### src/rtl/hrange_reduce.sv
// hrange_reduce -- reduces the stream from an hrange generator to a sum and a count.
//
// Purpose:
//   After _start, every item the upstream generator presents (src_valid) is
//   accepted: src_0 is added to a running sum and a running count is bumped.
//   When the generator signals src_done, the sum and count are published on
//   _0/_1 with _valid=1 and _done=1 one cycle later. They are held until the
//   consumer takes them with _ready.
//
// Ports:
//   _clock     in   system clock, all state on its rising edge
//   _reset     in   synchronous active-high reset, beats every other input
//   _start     in   begin a new reduction (only looked at in IDLE)
//   _ready     in   consumer accepts the published result
//   src_valid  in   upstream item valid
//   src_done   in   upstream stream finished
//   src_0      in   upstream first value (summed)
//   src_1      in   upstream second value (unused)
//   src_ready  out  upstream may present items (high only in COLLECT)
//   _valid     out  result valid
//   _done      out  reduction complete (sticky until the next _start)
//   _0         out  sum of accepted src_0 values, wraps modulo 2^32
//   _1         out  count of accepted items, wraps modulo 2^32
//   dbg_state  out  current FSM state (IDLE=0, COLLECT=1, EMIT=2)
//
// Handshake semantics:
//   Upstream: an item transfers on a rising edge where src_ready=1 and
//   src_valid=1. src_done is only honoured while src_ready=1, and an item
//   presented in the same cycle as src_done still counts.
//   Downstream: the result transfers on a rising edge where _valid=1 and
//   _ready=1. While _valid=1 and _ready=0, _valid, _done, _0 and _1 are held
//   stable.

module hrange_reduce (
    input  logic               _clock,
    input  logic               _reset,
    input  logic               _start,
    input  logic               _ready,
    input  logic               src_valid,
    input  logic               src_done,
    input  logic signed [31:0] src_0,
    input  logic signed [31:0] src_1,
    output logic               src_ready,
    output logic               _valid,
    output logic               _done,
    output logic signed [31:0] _0,
    output logic signed [31:0] _1,
    output logic [1:0]         dbg_state
);

    localparam logic [1:0] IDLE    = 2'd0;
    localparam logic [1:0] COLLECT = 2'd1;
    localparam logic [1:0] EMIT    = 2'd2;

    logic [1:0]         state;
    logic signed [31:0] sum;
    logic [31:0]        count;

    logic               accept;
    logic signed [31:0] sum_next;
    logic [31:0]        count_next;

    // The second generator output carries nothing this reduction needs.
    logic unused_src_1;
    assign unused_src_1 = ^src_1;

    assign src_ready = (state == COLLECT);
    assign dbg_state = state;

    // The running totals with the current item folded in. src_done uses these
    // so an item arriving in the same cycle as src_done is not lost.
    always_comb begin
        accept     = 1'b0;
        sum_next   = sum;
        count_next = count;
        if (state == COLLECT && src_valid) begin
            accept     = 1'b1;
            sum_next   = sum + src_0;
            count_next = count + 32'd1;
        end
    end

    always_ff @(posedge _clock) begin
        if (_reset) begin
            state  <= IDLE;
            sum    <= 32'sd0;
            count  <= 32'd0;
            _valid <= 1'b0;
            _done  <= 1'b0;
            _0     <= 32'sd0;
            _1     <= 32'sd0;
        end else begin
            case (state)
                IDLE: begin
                    if (_start) begin
                        sum    <= 32'sd0;
                        count  <= 32'd0;
                        _valid <= 1'b0;
                        _done  <= 1'b0;
                        state  <= COLLECT;
                    end
                end

                COLLECT: begin
                    if (accept) begin
                        sum   <= sum_next;
                        count <= count_next;
                    end
                    if (src_done) begin
                        _0     <= sum_next;
                        _1     <= count_next;
                        _valid <= 1'b1;
                        _done  <= 1'b1;
                        state  <= EMIT;
                    end
                end

                EMIT: begin
                    // _done and the result stay put after the transfer so a
                    // late observer can still read the last reduction.
                    if (_ready) begin
                        _valid <= 1'b0;
                        state  <= IDLE;
                    end
                end

                default: begin
                    state  <= IDLE;
                    _valid <= 1'b0;
                end
            endcase
        end
    end

endmodule

### config.mk
export PLATFORM = sky130hd
export DESIGN_NAME = hrange_reduce
export DESIGN_NICKNAME = d
export VERILOG_FILES = /design/src/rtl/hrange_reduce.sv
export SDC_FILE = /design/constraint.sdc
export NUM_CORES = 1
export LEC_CHECK = 0
export ABC_AREA = 1
export CAP_MARGIN = 10
export CORE_UTILIZATION = 40
export DETAILED_ROUTE_END_ITERATION = 10
export GPL_TIMING_DRIVEN = 0
export REMOVE_ABC_BUFFERS = 1
export SYNTH_ARGS = -nofsm -noshare
export SYNTH_HDL_FRONTEND = slang
export SYNTH_SLANG_ARGS = --single-unit
### constraint.sdc
create_clock -name _clock -period 3.2 [get_ports _clock]
set_clock_uncertainty 0.1 [all_clocks]
set_input_delay 0.64 -clock _clock [delete_from_list [all_inputs] [get_ports _clock]]
set_output_delay 0.64 -clock _clock [all_outputs]
set_load 0.01 [all_outputs]
==> tab_implementation.tex <==
\begin{tabular}{lr}
\hline
Metric & Value \\
\hline
\multicolumn{2}{l}{\textbf{Critical path}} \\
Critical path's largest stage delay & roughly 0.62 ns \\
Worst path depth & 9 \\
Origin of the critical flop-to-flop path & \_valid \\
Critical Path AT & approximately 3.2 ns \\
Data required time of the worst path & about 3.5 ns \\
Endpoint of the worst-slack reg-to-reg timing path & count[9] \\
Largest delay contributor family on the critical path & buffers and inverters \\
Crit. End Element & flip-flop \\
Highest net fanout along the worst path & roughly 70 \\
Crit path launch type & input pin \\
Kind of critical path & input pin to flip-flop \\
Number of buffers and inverters on the critical path & 2 \\
R2r setup slk & between 0.4 and 0.5 ns \\
Cells along the critical path & clkdlybuf4s50\_1, nand2\_4, clkinv\_4, nand4\_4, nor2\_4, nand3\_1, xor2\_1, nand2\_1, a21oi\_1 \\
Cell with the largest stage delay on the worst path & sky130\_fd\_sc\_hd\_\_clkinv\_4 \\
Number of cells on the worst reg-to-reg path & 9 \\
\multicolumn{2}{l}{\textbf{Floorplanning}} \\
Starting density of the core & 41.13\% \\
Number of rows in the core area & 51 \\
Full die area & $\sim$21,000 um2 \\
Die width & around 140 um \\
IO Pins & 139 \\
Die H & 144.2 um \\
Core region area & 19,650 um2 \\
\multicolumn{2}{l}{\textbf{Placed design}} \\
Count of input and output buffers & around 110 \\
RD Place Congestion & 0.9095 \\
Worst slack, placed & -1.018 ns \\
Instance area at placement & 9415 um2 \\
Sum of net half-perimeters after detailed placement & around 17,000 um \\
\multicolumn{2}{l}{\textbf{Power and ir drop}} \\
Maximum ir drop on the vdd rail & around 380 uV \\
Design internal power & 0.003211 W \\
Clock network power share & between 40\% and 50\% \\
Share of total power in combinational logic & between 10\% and 20\% \\
Leak & 4.455 nW \\
Switching fraction of total power & between 20 and 30\% \\
Net load switching power & roughly 0.0012 W \\
Power share of the sequential group & about two fifths \\
Power per cell area & about 440 nW/um2 \\
\multicolumn{2}{l}{\textbf{Yosys}} \\
Yosys warning total & 0 \\
Number of instances in the synthesized netlist & between 1,000 and 1,500 \\
Fraction of the yosys area taken by sequential cells & approximately 32\% \\
Number of distinct library cell variants in the gate-level netlist after synthesis & 43 \\
Portion of synthesized cell area occupied by the leading cell type & between 30\% and 40\% \\
Commonest cells post-synth & sky130\_fd\_sc\_hd\_\_nand2\_1, sky130\_fd\_sc\_hd\_\_a21oi\_1, sky130\_fd\_sc\_hd\_\_inv\_1, sky130\_fd\_sc\_hd\_\_dfxtp\_1, sky130\_fd\_sc\_hd\_\_nand3\_1 \\
Biggest area consumer among synthesized cells & sky130\_fd\_sc\_hd\_\_dfxtp\_1 \\
Cells taking the most area after synthesis & sky130\_fd\_sc\_hd\_\_dfxtp\_1, sky130\_fd\_sc\_hd\_\_nand2\_1, sky130\_fd\_sc\_hd\_\_a21oi\_1 \\
Synthesized area & between 8000 and 9000 um2 \\
Dominant register cell in the synthesized netlist & sky130\_fd\_sc\_hd\_\_dfxtp\_1 \\
Async set-or-reset flop fraction in the synthesized netlist & 0\% \\
Post-synth EDFFs & 0 \\
Post-synthesis sequential element count & $\sim$130 \\
Most common cell in the netlist & sky130\_fd\_sc\_hd\_\_nand2\_1 \\
Post-synthesis area per instance & between 6 and 7 um2 \\
\multicolumn{2}{l}{\textbf{Detailed routing}} \\
Drt first pass iters & 6 \\
Routed WL & 23,640 um \\
Antenna-violating nets left & 0 \\
Remaining design rule violation count & 0 \\
Via count & around 8,000 \\
Vias per cell & 4.964 \\
Average detailed-routed wire length per instance & approximately 15 um \\
Iteration-0 DRC count of the detailed router & 483 \\
\multicolumn{2}{l}{\textbf{Cells and area}} \\
Synth-to-Final Area Change & 24.04\% \\
Proportion of layout cells with a drive suffix above 1 & 5.605\% \\
Fin nets & between 1,000 and 1,500 \\
End-of-flow core utilization & roughly 51\% \\
Post-layout instance area & 10,030 um2 \\
Antenna diode count & 0 \\
Count of filler cells inserted in the layout & around 2,000 \\
\multicolumn{2}{l}{\textbf{Flow run}} \\
\# Max-Cap Violations & 0 \\
\multicolumn{2}{l}{\textbf{Timing}} \\
Final Worst Setup Slack & $\sim$0.26 ns \\
Final period utilization & between 90\% and 100\% \\
Remaining max-slew budget at the tightest pin & 47.76\% \\
Tightest Pin Transition & between 0.7 and 0.8 ns \\
Post-route minimum period & approximately 3 ns \\
Unrepaired setup endpoints after global routing & false \\
Number of failing setup endpoints in the final timing report & 0 \\
Maximum clock rate & roughly 0.34 GHz \\
Hold violation total from the final report & 0 \\
Number of slew-limit violations in the final report & 0 \\
Setup TNS after final layout & 0 ns \\
\multicolumn{2}{l}{\textbf{Global routing}} \\
Congestion Overflow GR & 0 \\
Vias in the first global route & $\sim$7,400 \\
Initial antenna violation count & 0 \\
First-pass GRT wire length & between 30,000 and 40,000 um \\
Largest net degree at the start of global routing & 73 \\
Overall Global Routing Usage & a little under a quarter \\
\multicolumn{2}{l}{\textbf{Worst hold path}} \\
Start point of the worst hold path & sum[16] \\
Hold Path Stages & 2 \\
Type of the tightest min-delay check & flip-flop to flip-flop \\
Worst min-delay path endpoint & sum[16] \\
\multicolumn{2}{l}{\textbf{Run status}} \\
Outcome & complete, no violations \\
\multicolumn{2}{l}{\textbf{CTS}} \\
Clock transition at the register clock pins on the worst setup and hold paths after CTS & $\sim$0.06 ns \\
H-tree levels & 4 \\
Buffers from clock root to sink, at most & 2 \\
CTS root buf & sky130\_fd\_sc\_hd\_\_clkbuf\_16 \\
Clock insertion delay at the later pin of the skew report & 0.43 ns \\
Num CTS Buffers & 17 \\
Clock tree from TritonCTS & yes \\
Clock sinks & between 100 and 150 \\
\hline
\end{tabular}
==> cell usage in the layout, fill, tap and decap left out, drive strengths merged, types with 19 or more instances in the layout <==
cell type	n
nand3	81
ha	32
clkdlybuf4s50	105
inv	149
o21ai	71
a21oi	159
clkbuf	19
nand2	391
nor3	24
nor2	82
dfxtp	131
xor2	19
==> worst max path at each step <==
stage / from / endpoint
CTS: src_valid / sum[25]
finish: src_valid / count[9]
floorplan: dbg_state[0] / _0[13]
global route: src_valid / count[9]
detailed placement: src_valid / count[22]
global placement: src_done / _0[16]
==> power groups by stage <==
stage | Clock (W) | Sequential (W) | Combinational (W)
global route | 0.00213 | 0.00174 | 0.000728
CTS | 0.00204 | 0.00174 | 0.000654
detailed placement | 0 | 0.00177 | 0.000650
floorplan | 0 | 0.00179 | 0.000323
global placement | 0 | 0.00177 | 0.000625
finish | 0.00202 | 0.00174 | 0.000650
==> registers in the layout (all words and copies together) (netlist names) <==
| register | cells |
|---|---|
| _0 | 32 |
| sum | 32 |
| dbg_state | 1 |
| _valid | 1 |
| count | 32 |
| _1 | 32 |
| _done | 1 |
==> area by class of cell <==
class / count / area [um2] / share of cell area [%]
clock buffers: 19 / 442.9 / 4.418
inverters: 150 / 568.0 / 5.666
multi-input cells: 931 / 4706 / 46.94
repair buffers: 113 / 1199 / 11.96
flip-flops and latches: 131 / 2623 / 26.16
well taps: 265 / 331.6 / 3.307
clock inverters: 12 / 156.4 / 1.560
==> routing by layer <==
layer  GRT usage [%]  wire (um)  vias to the layer above
li1                -          -                     4229
met1           34.03      12050                     3619
met2           36.87      10300                      187
met3           4.305       1126                       11
met4           5.152        169                        0
met5               0          0                        -
==> metrics by stage <==
stage | hold WS (ns) | power (W) | cells
after global placement | 0.3685 | 0.002394 | 1583
after detailed placement | 0.3752 | 0.002420 | 1589
after CTS | 0.3838 | 0.004434 | 1620
final | 0.3845 | 0.004408 | 1621
after floorplan | 0.3517 | 0.002111 | 1212
after global routing | 0.4060 | 0.004597 | 1621
==> logic make-up after synthesis <==
kind of cell / Yosys count / synth area share [%]
flops: 131 / 32.45
fa+ha+maj: 33 / 5.201
simple gates: 617 / 33.34
xor+xnor: 26 / 2.910
buf+inv: 197 / 9.489
compound gates: 255 / 16.61
==> timing repair <==
item	in CTS	in global routing
setup endpoints to repair	60	38
pin swaps	0	1
setup buffers	0	1
hold buffers	0	0
resized for setup	1	0
endpoints found under the hold margin	0	0
==> worst register-to-register path: stages, from the launching register on <==
cell and delay [ns]:
sky130_fd_sc_hd__dfxtp_1 0.43, sky130_fd_sc_hd__nor2_4 0.08, sky130_fd_sc_hd__nand2_4 0.44, sky130_fd_sc_hd__clkinv_4 0.64, sky130_fd_sc_hd__nand4_4 0.32, sky130_fd_sc_hd__nor2_4 0.05
sky130_fd_sc_hd__nand3_1 0.13, sky130_fd_sc_hd__xor2_1 0.27, sky130_fd_sc_hd__nand2_1 0.08, sky130_fd_sc_hd__a21oi_1 0.14
(Power assumes the default switching activity.)
